==> config.mk <==
export PLATFORM = sky130hd
export DESIGN_NAME = seg_digit_scanner
export DESIGN_NICKNAME = d
export VERILOG_FILES = /design/src/rtl/seg_digit_scanner_pkg.sv /design/src/rtl/seg_digit_scanner_tick.sv /design/src/rtl/seg_digit_scanner.sv
export SDC_FILE = /design/constraint.sdc
export NUM_CORES = 1
export LEC_CHECK = 0
export ABC_AREA = 0
export CAP_MARGIN = 20
export CORE_MARGIN = 3
export CORE_UTILIZATION = 45
export CTS_BUF_LIST = sky130_fd_sc_hd__clkbuf_2
export DETAILED_ROUTE_END_ITERATION = 7
export GPL_TIMING_DRIVEN = 0
export PLACE_DENSITY_LB_ADDON = 0.05
export SYNTH_ARGS = -nofsm -noshare
export SYNTH_HDL_FRONTEND = slang
export SYNTH_HIERARCHICAL = 1
export SYNTH_SLANG_ARGS = --single-unit
export TNS_END_PERCENT = 10
==> constraint.sdc <==
create_clock -name clk -period 6.2 [get_ports clk]
set_clock_uncertainty 0.1 [all_clocks]
set_input_delay 0.62 -clock clk [delete_from_list [all_inputs] [get_ports clk]]
set_output_delay 0.62 -clock clk [all_outputs]
set_load 0.005 [all_outputs]
==> src/rtl/seg_digit_scanner_pkg.sv <==
// Shared display definitions for the 4-digit seven-segment scan logic.
package seg_digit_scanner_pkg;

  localparam int NUM_DIGITS = 4;

  typedef logic [1:0]            digit_idx_t;
  typedef logic [NUM_DIGITS-1:0] anode_t;

  // All digits dark (anodes are active-low).
  localparam anode_t ANODE_OFF = 4'b1111;

  // Digit indices as seen on the segment-mux select lines.
  localparam digit_idx_t DIG_0 = 2'd0;
  localparam digit_idx_t DIG_1 = 2'd1;
  localparam digit_idx_t DIG_2 = 2'd2;
  localparam digit_idx_t DIG_3 = 2'd3;

  // Active-low anode pattern with only the indexed digit lit.
  function automatic anode_t onehot_low(input digit_idx_t idx);
    anode_t pat;
    pat      = ANODE_OFF;
    pat[idx] = 1'b0;
    return pat;
  endfunction

endpackage

==> src/rtl/seg_digit_scanner_tick.sv <==
// Mod-N counter with count enable, synchronous clear and a wrap pulse.
// The wrap pulse is combinational and is high in the cycle whose clock
// edge takes the counter from N-1 back to 0.
module tick_divider #(
  parameter int N = 4,
  parameter int W = (N > 1) ? $clog2(N) : 1
) (
  input  logic         clk,
  input  logic         reset,
  input  logic         en,
  input  logic         clear,
  output logic [W-1:0] count,
  output logic         wrap
);

  localparam logic [W-1:0] LAST = W'(N - 1);

  logic [W-1:0] count_next;

  // Next count: clear wins, otherwise advance on enable and fold at N-1.
  always_comb begin
    wrap       = 1'b0;
    count_next = count;
    if (clear) begin
      count_next = '0;
    end else if (en) begin
      if (count == LAST) begin
        wrap       = 1'b1;
        count_next = '0;
      end else begin
        count_next = count + W'(1);
      end
    end
  end

  // Counter register with synchronous reset.
  always_ff @(posedge clk) begin
    if (reset) begin
      count <= '0;
    end else begin
      count <= count_next;
    end
  end

endmodule

==> src/rtl/seg_digit_scanner.sv <==
// Time-multiplexing scan controller for a 4-digit seven-segment display.
// Walks select through digits 0..3, one SCAN_DIV-cycle slot each, and drives
// active-low anodes with a dark dead time at the start of every slot plus
// per-digit enable and blink masking. Every output comes straight from a flop.
module seg_digit_scanner
  import seg_digit_scanner_pkg::*;
#(
  parameter int SCAN_DIV    = 100000,
  parameter int DEAD_CYCLES = 64,
  parameter int BLINK_DIV   = 250
) (
  input  logic       clk,
  input  logic       reset,
  input  logic [3:0] digit_en,
  input  logic       blink_en,
  input  logic [3:0] blink_mask,
  output logic [1:0] select,
  output logic [3:0] anode,
  output logic       scan_tick,
  output logic       blink_phase
);

  localparam int PW = (SCAN_DIV > 1) ? $clog2(SCAN_DIV) : 1;
  localparam int BW = (BLINK_DIV > 1) ? $clog2(BLINK_DIV) : 1;

  logic [PW-1:0] p_count;
  logic [PW-1:0] p_next;
  logic          p_wrap;
  logic [BW-1:0] blink_count;
  logic          blink_wrap;
  logic          unused_blink_count;

  digit_idx_t    select_next;
  logic          phase_next;
  logic          in_dead;
  anode_t        anode_next;

  // Slot prescaler: free-running, wraps once per digit slot.
  tick_divider #(
    .N (SCAN_DIV),
    .W (PW)
  ) u_prescaler (
    .clk   (clk),
    .reset (reset),
    .en    (1'b1),
    .clear (1'b0),
    .count (p_count),
    .wrap  (p_wrap)
  );

  // Blink counter: counts slots while blinking is on, parked at 0 otherwise,
  // so a re-enabled blink always begins with a full visible half-period.
  tick_divider #(
    .N (BLINK_DIV),
    .W (BW)
  ) u_blink_counter (
    .clk   (clk),
    .reset (reset),
    .en    (scan_tick),
    .clear (~blink_en),
    .count (blink_count),
    .wrap  (blink_wrap)
  );

  // Only the wrap pulse of the blink counter matters here.
  assign unused_blink_count = ^blink_count;

  // The anode register must reflect the prescaler value it will sit beside,
  // so the dead-time test is done on the prescaler's next value.
  assign p_next = p_wrap ? '0 : PW'(p_count + PW'(1));

  generate
    if (DEAD_CYCLES == 0) begin : g_no_dead
      assign in_dead = 1'b0;
    end else begin : g_dead
      localparam logic [PW-1:0] DEAD_LIM = PW'(DEAD_CYCLES);
      assign in_dead = (p_next < DEAD_LIM);
    end
  endgenerate

  // Next select, blink phase and anode pattern, all aligned to the next cycle.
  always_comb begin
    select_next = p_wrap ? digit_idx_t'(select + 2'd1) : select;
    phase_next  = blink_en ? (blink_phase ^ blink_wrap) : 1'b0;
    anode_next  = ANODE_OFF;
    if (!in_dead && digit_en[select_next] &&
        !(blink_en && phase_next && blink_mask[select_next])) begin
      anode_next = onehot_low(select_next);
    end
  end

  // Output registers; reset forces a dark display at digit 0.
  always_ff @(posedge clk) begin
    if (reset) begin
      select      <= DIG_0;
      anode       <= ANODE_OFF;
      scan_tick   <= 1'b0;
      blink_phase <= 1'b0;
    end else begin
      select      <= select_next;
      anode       <= anode_next;
      scan_tick   <= p_wrap;
      blink_phase <= phase_next;
    end
  end

endmodule

== Yosys cells after proc, flatten, opt, wreduce, memory -nomap -nowiden ==
Index checks and enable logic that the tools add are counted.
Storage, ports and cells
  memories: 0
  input bits: 11
  logic and storage cells: 42
  output and inout bits: 8
  bits in writable memories: 0
  bits in read-only memories: 0
  bits in registers: 33
  bits in latches: 0
Operators by class
  bitwise operators: 4
  eq/ne operators: 2
  divide/modulo/power cells: 0
  reductions and logical operators: 10
  multipliers: 0
  magnitude comparators: 3
  add/sub/neg operators: 3
  mux-type cells: 14
  shift operators: 0
Operators by type and width (number)
  $add A17 B1 Y17 const B: 1
  $eq A17 B17 Y1 const B: 1
  $lt A17 B7 Y1 const B: 1
  $mux W17: 1
  $add A8 B1 Y8 const B: 1
  $eq A8 B8 Y1 const B: 1
  $mux W1: 8
  $mux W8: 1
  $reduce_or A2 Y1: 3
  $logic_and A1 B1 Y1: 5
  $bmux W1 S2: 2
  $not A4 Y4: 1
  $lt A2 B3 Y1 const B: 1
  $add A2 B1 Y2 const B: 1
  $demux W1 S2: 1
  $ge A2 B1 Y1 const B: 1
  $logic_not A1 Y1: 2
  $mux W2: 1
  $not A1 Y1: 2
  $xor A1 B1 Y1: 1

== Depth between registers and ports, before layout ==
Gate-level depths: netlist of the first run.
  depth after elaboration: 12
  mapped depth: 9

== Hierarchy ==
Netlist of the first run, hierarchy kept.
By module, submodules not included
  tick_divider at u_prescaler: area an instance 824.5 um^2, cells each 96, instances 1
  seg_digit_scanner: area an instance 491.7 um^2, cells each 57, instances 1
  tick_divider at u_blink_counter: area an instance 432.9 um^2, cells each 45, instances 1

== Least setup slack after synthesis of the first run ==
No wires, ideal clock.
  path kind: reg-to-reg
  start: reg u_prescaler.count[11]
  end: reg anode[1]
  arrival time: 2403 ps
  library setup time: 137 ps
  period minus slack after synthesis: 2640 ps
  data required time: 5963 ps
  cell stages (with the launch flop): 9
  path slack: 3560 ps
  cell sequence: dfxtp_1 nor4_1 nand4_1 nor3_1 nand2_1 mux2i_1 a222oi_1 a2111oi_4 nand4b_1
Between the ends
  cells in the longest elaborated chain, start to end: 10
Ends and longest elaborated chain
  from (decl): RTL line seg_digit_scanner_tick.sv:12  | output logic [W-1:0] count,
  from (signal assigned): RTL line seg_digit_scanner_tick.sv:41  | count <= count_next;
  $eq A17 B17 Y1 *: RTL line seg_digit_scanner_tick.sv:27  | if (count == LAST) begin
  $mux W1 *: RTL line seg_digit_scanner_tick.sv:27
  via p_wrap: RTL line seg_digit_scanner.sv:28  | logic p_wrap;
  branches (longest 8 deep; another with $lt A17 B7 Y1)
  to (signal assigned): RTL line seg_digit_scanner.sv:101  | anode <= anode_next;
  to (decl): RTL line seg_digit_scanner.sv:18  | output logic [3:0] anode,
Mark *: on every way through the listed nets, which the timed path passes. The select of a mux whose other input is x is not followed.
A chain may end at the register's enable or synchronous reset.

== Final worst setup path of the first run ==
Ends and elaborated chain as after synthesis.

==> flow_summary.ini, run 1 <==
[outcome]
status = finished clean

[floorplanning]
dieHeight_um = 68.3
io_pins = 19
core_mm2 = 0.00372
row_count = 22
floorplan.initialDensity_pct = 47.1
dieArea_mm2 = 0.00467
dieWidth_um = 68.3

[placement]
place_congestion = 0.778
numPlacedInstances = 266
port_buffers = 18
dpl.hpwl_um = 2600

[route]
wl_um = 3480
num_vias = 1503
drt-pass1-iter-count = 4
drc = 0
avgViaCountPerCell = 5.49
ant_nets = 0
routedWlPerCell_um = 12.7
drt_iter0_markers = 89

[critical_path]
startpoint_type = flop
cp.arrival_ps = 3350
critPathMaxFanout = 9
cp_data_required_time_ps = 6350
critPathKind = flop to flop
end_kind = flop

[timing]
setup_violations = 0
maxSlewViolCount = 0
hold_viol = 0
slew_headroom_pct = 40.5
tns_ps = 0
rsz0062_at_grt = no
finalCriticalPeriod_ps = 3190
period_share_pct = 51.5
worst_pin_slew_ps = 886
fmax_mhz = 313

[synth]
synth.distinct_cells = 49
synth_area_per_cell_um2 = 8.83
synth.area.top_cells = dfxtp_1 (38%), xnor2_1 (6.0%), nor2_1 (5.2%)
yosys_warnings = 6
synth_area_mm2 = 0.00175
syn_inst = 198
synth_enable_flop_cells = 0
ys_dominant_reg_cell = dfxtp_1
yosysSeqAreaShare_pct = 37.8
ys_ff_latch = 33
synth_commonest_cells = dfxtp_1 (33), nor2_1 (24), xnor2_1 (12)
synth_top_area_share_pct = 37.8
yosysTopAreaCell = dfxtp_1
yosysMostFrequentCell = dfxtp_1
ys_async_sr_fraction_pct = 0

[finish]
syn_to_final_growth_pct = 16.6
nNetsFinal = 239
fillers = 359
multi_input_area_mm2 = 0.00104
layout-drive-gt1-share_pct = 11.1
finalNonFillerCells = 274
seqCellArea_um2 = 661
n_antenna_cell = 0

[cts]
cts_sinks = 33
hold_buffers = 0
path_clk_slew_ps = 200
htree_levels = 2
insertion_delay_ps = 390
cts_resized = 0
numCtsBuffers = 5
root_buffer = clkbuf_2
postCtsSetupBuffers = 0
clockBufferDepth = 2
cts_tree = built

[global_routing]
grt_pass1_wl_um = 5820
grt_max_degree = 12
grtUsageTotal_pct = 16.5
antenna_found_initial = 0
grt_pass1_vias = 1381
overflow = 0

[power]
ir_drop_mv = 0.120
power_density_mw_per_mm2 = 162
p_leak_nw = 0.698

[hold_path]
hold_class = flop to flop

[run]
maxCapViolations = 0
layout by cell type, fill, tap and decap left out, types with 7 or more instances in the layout:
cell | synthesis | final
nand4_1 | 11 | 11
nor3_1 | 8 | 8
nand2_1 | 11 | 11
inv_1 | 7 | 7
dfxtp_1 | 33 | 33
clkdlybuf4s50_1 | 0 | 18
xnor2_1 | 12 | 12
o21ai_0 | 7 | 7
xor2_1 | 9 | 9
nor2_1 | 24 | 24
nand3_1 | 10 | 10
path summary, 6_finish.rpt:
path / start / end / slack [ps] / cells past startpoint
worst max register to register: u_prescaler/count[11]$_SDFFE_PP0P_ / anode[1]$_SDFF_PP1_ / 3010 / 8
worst min register to register: u_blink_counter/count[1]$_SDFFE_PP0P_ / u_blink_counter/count[1]$_SDFFE_PP0P_ / 460 / 2
worst max-delay path: u_prescaler/count[11]$_SDFFE_PP0P_ / anode[1]$_SDFF_PP1_ / 3010 / 8
worst min-delay path: u_blink_counter/count[1]$_SDFFE_PP0P_ / u_blink_counter/count[1]$_SDFFE_PP0P_ / 460 / 2
logic make-up (layout without fill, tap and decap cells):
group,count (synthesis),after routing,share of synthesized area [%]
AND/OR/NAND/NOR,95,95,31.2
AO/OA/AOI/OAI,28,28,12.4
multiplexers,4,4,2.36
XOR/XNOR,21,21,10.5
adder cells (fa/ha/maj),3,3,2.15
buffers and inverters,12,38,3.22
other,2,4,0.429
flip-flops,33,33,37.8
sequential cells by signal, summed over array words and instances (netlist names):
signal / cells
u_prescaler/count: 17
u_blink_counter/count: 8
anode: 4
select: 2
blink_phase: 1
scan_tick: 1
layout make-up:
class | count | share of cell area [%]
Buffer | 5 | 1.47
Multi-Input combinational cell | 155 | 51.0
Sequential cell | 33 | 32.4
Inverter | 7 | 1.29
Timing Repair Buffer | 18 | 8.83
Tap cell | 48 | 2.94
Clock buffer | 5 | 1.23
Clock inverter | 3 | 0.859
metal layers:
layer | wire, µm | GRT usage [%]
met1 | 1560 | 18.0
met2 | 1620 | 29.1
met3 | 232 | 5.25
met4 | 60 | 6.70
met5 | 0 | 0
worst max-delay path, stage by stage (launching register included):
cell and delay [ps]:
dfxtp_1 430, nor4_1 330, nand4_1 220, nor3_1 730, nand2_1 260, mux2i_1 270
a222oi_1 180, a2111oi_4 420, nand4b_1 140
stage by stage:
stage                     instance area, µm²  setup slack, ps  power, mW  util [%]  hold slack, ps
after CTS                               2040             2990      0.338      54.9             454
after global placement                  2000             3070      0.233      53.7             400
after floorplan                         1760             3560      0.225         -             374
final                                   2040             3010      0.330      54.9             455
after detailed placement                2000             3020      0.234      53.7             425
after global routing                    2040             2580      0.350      54.9             484
where the power goes:
group | switching (mW) | leakage [nW] | internal [mW]
clock | 0.0745 | 0.0287 | 0.0263
combinational | 0.00744 | 0.403 | 0.00866
sequential | 0.000500 | 0.266 | 0.213
total | 0.0825 | 0.698 | 0.248
(Power assumes the default switching activity.)
==> inputs of run 2 (changes only) <==
==> constraint.sdc (replaced) <==
create_clock -name clk -period 2.9 [get_ports clk]
set_clock_uncertainty 0.1 [all_clocks]
set_input_delay 0.29 -clock clk [delete_from_list [all_inputs] [get_ports clk]]
set_output_delay 0.29 -clock clk [all_outputs]
set_load 0.005 [all_outputs]
==> flow_summary.ini, run 2 (synthesis results as in run 1) <==
[outcome]
status = finished clean

[floorplanning]
dieArea_mm2 = 0.00467
dieWidth_um = 68.3
io_pins = 19
dieHeight_um = 68.3
core_mm2 = 0.00372
floorplan.initialDensity_pct = 47.1
row_count = 22

[critical_path]
critPathBufInv = 0
path_cells = nor4_1 -> nand4_1 -> nor3_4 -> nand2_1 -> mux2i_1 -> a222oi_1 -> a2111oi_4 -> nand4b_1
startpoint_type = flop
cp_data_required_time_ps = 3050
r2r-start = u_prescaler/count[11]$_SDFFE_PP0P_
r2r_slack_ps = 260
worst_r2r_path_depth = 8
critPathKind = flop to flop
r2r_end = anode[1]$_SDFF_PP1_
critPathTopFamily = simple AND/OR/NAND/NOR gates
critPathMaxFanout = 9
cp.arrival_ps = 2790
max_stage_delay_ps = 430
cp_slowest_cell = dfxtp_1
end_kind = flop

[route]
avgViaCountPerCell = 5.47
num_vias = 1514
drt_iter0_markers = 87
drt-pass1-iter-count = 4
ant_nets = 0
wl_um = 3520
drc = 0
routedWlPerCell_um = 12.7

[power]
power_density_mw_per_mm2 = 338
p_leak_nw = 0.725
ir_drop_mv = 0.256
power_mw = 0.706

[finish]
largestRegisters = u_prescaler/count: 17 flops, u_blink_counter/count: 8 flops, anode: 4 flops
largest_reg_flops = 17
multi_input_area_mm2 = 0.00107
layout-drive-gt1-share_pct = 13.1
nNetsFinal = 242
syn_to_final_growth_pct = 19.6
finalNonFillerCells = 277
fillers = 358
largest_register = u_prescaler/count
final_area_mm2 = 0.00209
seqCellArea_um2 = 661
layout_commonest_cell = dfxtp_1
final_cell_mix = dfxtp_1 (33), nor2_1 (24), clkdlybuf4s50_1 (18)
n_antenna_cell = 0

[hold_path]
hold_class = input port to flop
min_from = blink_en
hold_path_end = blink_phase$_SDFF_PP0_
holdPathStages = 3

[cts]
root_buffer = clkbuf_2
insertion_delay_ps = 390
path_clk_slew_ps = 200
cts_tree = built
numCtsBuffers = 5
cts_sinks = 33
htree_levels = 2
clockBufferDepth = 2

[timing]
slew_headroom_pct = 63.0
period_share_pct = 91.0
fmax_mhz = 379
setup_violations = 0
holdWs_ps = 361
hold_viol = 0
finalCriticalPeriod_ps = 2640
tns_ps = 0
maxSlewViolCount = 0
worst_pin_slew_ps = 550

[placement]
place_congestion = 0.778
postPlaceCellArea_mm2 = 0.00200
port_buffers = 18
numPlacedInstances = 266
dpl.hpwl_um = 2600

[global_routing]
grt_max_degree = 12
grtUsageTotal_pct = 16.5
overflow = 0
grt_pass1_vias = 1385
antenna_found_initial = 0
grt_pass1_wl_um = 5820

[run]
maxCapViolations = 0
==> run 2: cell count changes in the layout (fill, tap and decap cells not counted) <==
cell    before  now
nor3_4       0    1
xor2_1       9    8
nor3_1       8    7
buf_4        0    3
xor2_4       0    1
==> run 2: worst min-delay path: cells and delay by family <==
family,cells,cell delay [ps]
buf+inv,1,420
simple gates,2,130
==> run 2: how the worst max path moves through the flow <==
| stage | start | end | slack (ps) | cells after the start |
|---|---|---|---|---|
| 2_1_floorplan | u_prescaler/count[11]$_SDFFE_PP0P_ | anode[1]$_SDFF_PP1_ | 260 | 8 |
| 3_3_place_gp | u_prescaler/count[11]$_SDFFE_PP0P_ | anode[1]$_SDFF_PP1_ | -230 | 8 |
| 3_5_place_dp | u_prescaler/count[11]$_SDFFE_PP0P_ | anode[1]$_SDFF_PP1_ | -280 | 8 |
| 4_1_cts | u_prescaler/count[11]$_SDFFE_PP0P_ | anode[3]$_SDFF_PP1_ | 20 | 8 |
| 5_1_grt | u_prescaler/count[11]$_SDFFE_PP0P_ | anode[3]$_SDFF_PP1_ | -2 | 8 |
| 6_report | u_prescaler/count[11]$_SDFFE_PP0P_ | anode[1]$_SDFF_PP1_ | 260 | 8 |
==> run 2: stage by stage <==
step / worst slack, ps / utilization [%]
floorplan: 260 / -
global placement: -234 / 53.7
detailed placement: -279 / 53.7
CTS: 15.9 / 55.0
global route: -2.48 / 56.3
finish: 262 / 56.3
==> run 2: layout make-up <==
class	count	share of cell area, %
repair buffers	21	9.69
flip-flops and latches	33	31.6
clock buffers	5	1.20
plain buffers	5	1.44
clock inverters	3	0.837
well taps	48	2.87
inverters	7	1.26
multi-input cells	155	51.1
==> run 2: per-layer routing <==
layer | GRT usage, % | share of wire, % | vias to the layer above
met5 | 0 | 0 | -
met4 | 6.70 | 1.7 | 0
met3 | 5.25 | 6.4 | 6
met2 | 29.2 | 48 | 33
met1 | 17.9 | 44 | 696
li1 | - | - | 779
==> run 2: report_power, final <==
group	internal [mW]	switching, mW
Sequential	0.455	0.00106
Combinational	0.0185	0.0164
Clock	0.0562	0.159
Total	0.529	0.177
==> run 2: timing repair <==
item                                    4_1_cts  5_1_grt
hold buffers                                  0        0
gates resized for setup                       1        3
buffers inserted                              0        3
pin swaps                                     0        2
endpoints found under the setup margin        4        4
==> inputs of run 3 (changes only) <==
--- a/config.mk
+++ b/config.mk
@@ -9,10 +9,10 @@
 export CAP_MARGIN = 20
 export CORE_MARGIN = 3
 export CORE_UTILIZATION = 45
-export CTS_BUF_LIST = sky130_fd_sc_hd__clkbuf_2
 export DETAILED_ROUTE_END_ITERATION = 7
 export GPL_TIMING_DRIVEN = 0
 export PLACE_DENSITY_LB_ADDON = 0.05
+export REMOVE_ABC_BUFFERS = 1
 export SYNTH_ARGS = -nofsm -noshare
 export SYNTH_HDL_FRONTEND = slang
 export SYNTH_HIERARCHICAL = 1
==> constraint.sdc (replaced) <==
create_clock -name clk -period 2.8 [get_ports clk]
set_clock_uncertainty 0.1 [all_clocks]
set_input_delay 0.28 -clock clk [delete_from_list [all_inputs] [get_ports clk]]
set_output_delay 0.28 -clock clk [all_outputs]
set_load 0.005 [all_outputs]
==> flow_summary.ini, run 3 (synthesis results as in run 1) <==
[finish]
syn_to_final_growth_pct = 20.5
layout-drive-gt1-share_pct = 12.1
seqCellArea_um2 = 662
fillers = 350
finalNonFillerCells = 271
layout_commonest_cell = dfxtp_1
largest_reg_flops = 17
multi_input_area_mm2 = 0.00106
final_cell_mix = dfxtp_1 (32), nor2_1 (24), clkdlybuf4s50_1 (18)
nNetsFinal = 236
n_antenna_cell = 0
largest_register = u_prescaler/count
largestRegisters = u_prescaler/count: 17 flops, u_blink_counter/count: 8 flops, anode: 4 flops
final_area_mm2 = 0.00211

[global_routing]
antenna_found_initial = 0
grt_pass1_vias = 1416
grtUsageTotal_pct = 16.9
grt_max_degree = 15
grt_pass1_wl_um = 5980
overflow = 0

[timing]
finalCriticalPeriod_ps = 2600
period_share_pct = 93.0
fmax_mhz = 384
hold_viol = 0
slew_headroom_pct = 36.1
worst_pin_slew_ps = 952
holdWs_ps = 439
setup_violations = 0
maxSlewViolCount = 0

[floorplanning]
floorplan.initialDensity_pct = 47.1
dieHeight_um = 68.3
dieArea_mm2 = 0.00467
dieWidth_um = 68.3
row_count = 22
core_mm2 = 0.00372
io_pins = 19

[critical_path]
end_kind = flop
startpoint_type = flop
cp_data_required_time_ps = 2840
worst_r2r_path_depth = 9
critPathKind = flop to flop
cp.arrival_ps = 2640
critPathMaxFanout = 6

[cts]
path_clk_slew_ps = 80
insertion_delay_ps = 290
cts_sinks = 33
root_buffer = clkbuf_8
numCtsBuffers = 5
clockBufferDepth = 2
cts_tree = built
htree_levels = 2
hold_buffers = 0

[hold_path]
hold_class = flop to flop
holdPathStages = 2

[power]
power_density_mw_per_mm2 = 406
power_frac_comb_pct = 4.1
ir_drop_mv = 0.239
p_leak_nw = 0.716
p_int_mw = 0.660
p_seq_share_pct = 55.1
power.net_switching_mw = 0.196
clockPowerShare_pct = 40.8
switching_share_pct = 22.9

[placement]
dpl.hpwl_um = 2590
place_congestion = 0.797
numPlacedInstances = 261
postPlaceCellArea_mm2 = 0.00197
port_buffers = 18

[route]
avgViaCountPerCell = 5.53
ant_nets = 0
drt_iter0_markers = 81
routedWlPerCell_um = 13.7
drc = 0
num_vias = 1499
drt-pass1-iter-count = 4
wl_um = 3710

[outcome]
status = finished clean

[run]
maxCapViolations = 0
run 3: timing repair:
action / CTS / global route
endpoints found under the setup margin: 4 / 4
cloned: 0 / 0
hold endpoints to repair: 0 / 0
pin swaps: 0 / 4
setup buffers: 0 / 2
resized for setup: 2 / 3
run 3: area by class of cell:
cell class | instances | area share, %
multi-input cells | 155 | 50.5
repair buffers | 20 | 9.86
inverters | 7 | 1.25
well taps | 48 | 2.85
flip-flops and latches | 33 | 31.4
clock inverters | 3 | 0.831
clock buffers | 5 | 3.27
run 3: worst max-delay path, stage by stage, from the launching register on:
cell and delay, ps:
dfxtp_1 410, ha_1 270, nand4_1 230, nor3_4 270
buf_12 150, nand2_1 110, mux2i_1 200, a222oi_1 170
a2111oi_4 440, nand4_1 130
run 3: metrics by stage:
| stage | worst slack, ps | utilization (%) | total power [mW] | setup TNS (ps) |
|---|---|---|---|---|
| 6_report | 197 | 56.7 | 0.856 | 0 |
| 2_1_floorplan | 153 | - | 0.496 | 0 |
| 5_1_grt | -44.1 | 56.7 | 0.895 | -66.0 |
| 3_3_place_gp | -336 | 52.9 | 0.515 | -1290 |
| 4_1_cts | 52.2 | 55.6 | 0.870 | 0 |
| 3_5_place_dp | -323 | 52.9 | 0.516 | -1240 |
run 3: power groups by stage:
| stage | clock [mW] | sequential, mW | combinational [mW] |
|---|---|---|---|
| floorplan | 0 | 0.482 | 0.0146 |
| global placement | 0 | 0.482 | 0.0336 |
| detailed placement | 0 | 0.482 | 0.0342 |
| CTS | 0.364 | 0.471 | 0.0350 |
| global route | 0.386 | 0.471 | 0.0379 |
| finish | 0.349 | 0.471 | 0.0353 |
run 3: metal layers:
layer  GRT usage (%)  vias up  routed length, µm
met2            30.1       37               1760
met4            7.44        0                 72
met3            5.09        9                181
met1            18.2      695               1690
li1                -      758                  -
met5               0        -                  0
run 3: worst paths after layout:
| path | to | slack [ps] | startpoint |
|---|---|---|---|
| min | u_prescaler/count[16]$_SDFFE_PP0P_ | 440 | u_prescaler/count[16]$_SDFFE_PP0P_ |
| min reg2reg | u_prescaler/count[16]$_SDFFE_PP0P_ | 440 | u_prescaler/count[16]$_SDFFE_PP0P_ |
| max reg2reg | anode[3]$_SDFF_PP1_ | 200 | u_prescaler/count[0]$_SDFFE_PP0P_ |
| max | anode[3]$_SDFF_PP1_ | 200 | u_prescaler/count[0]$_SDFFE_PP0P_ |
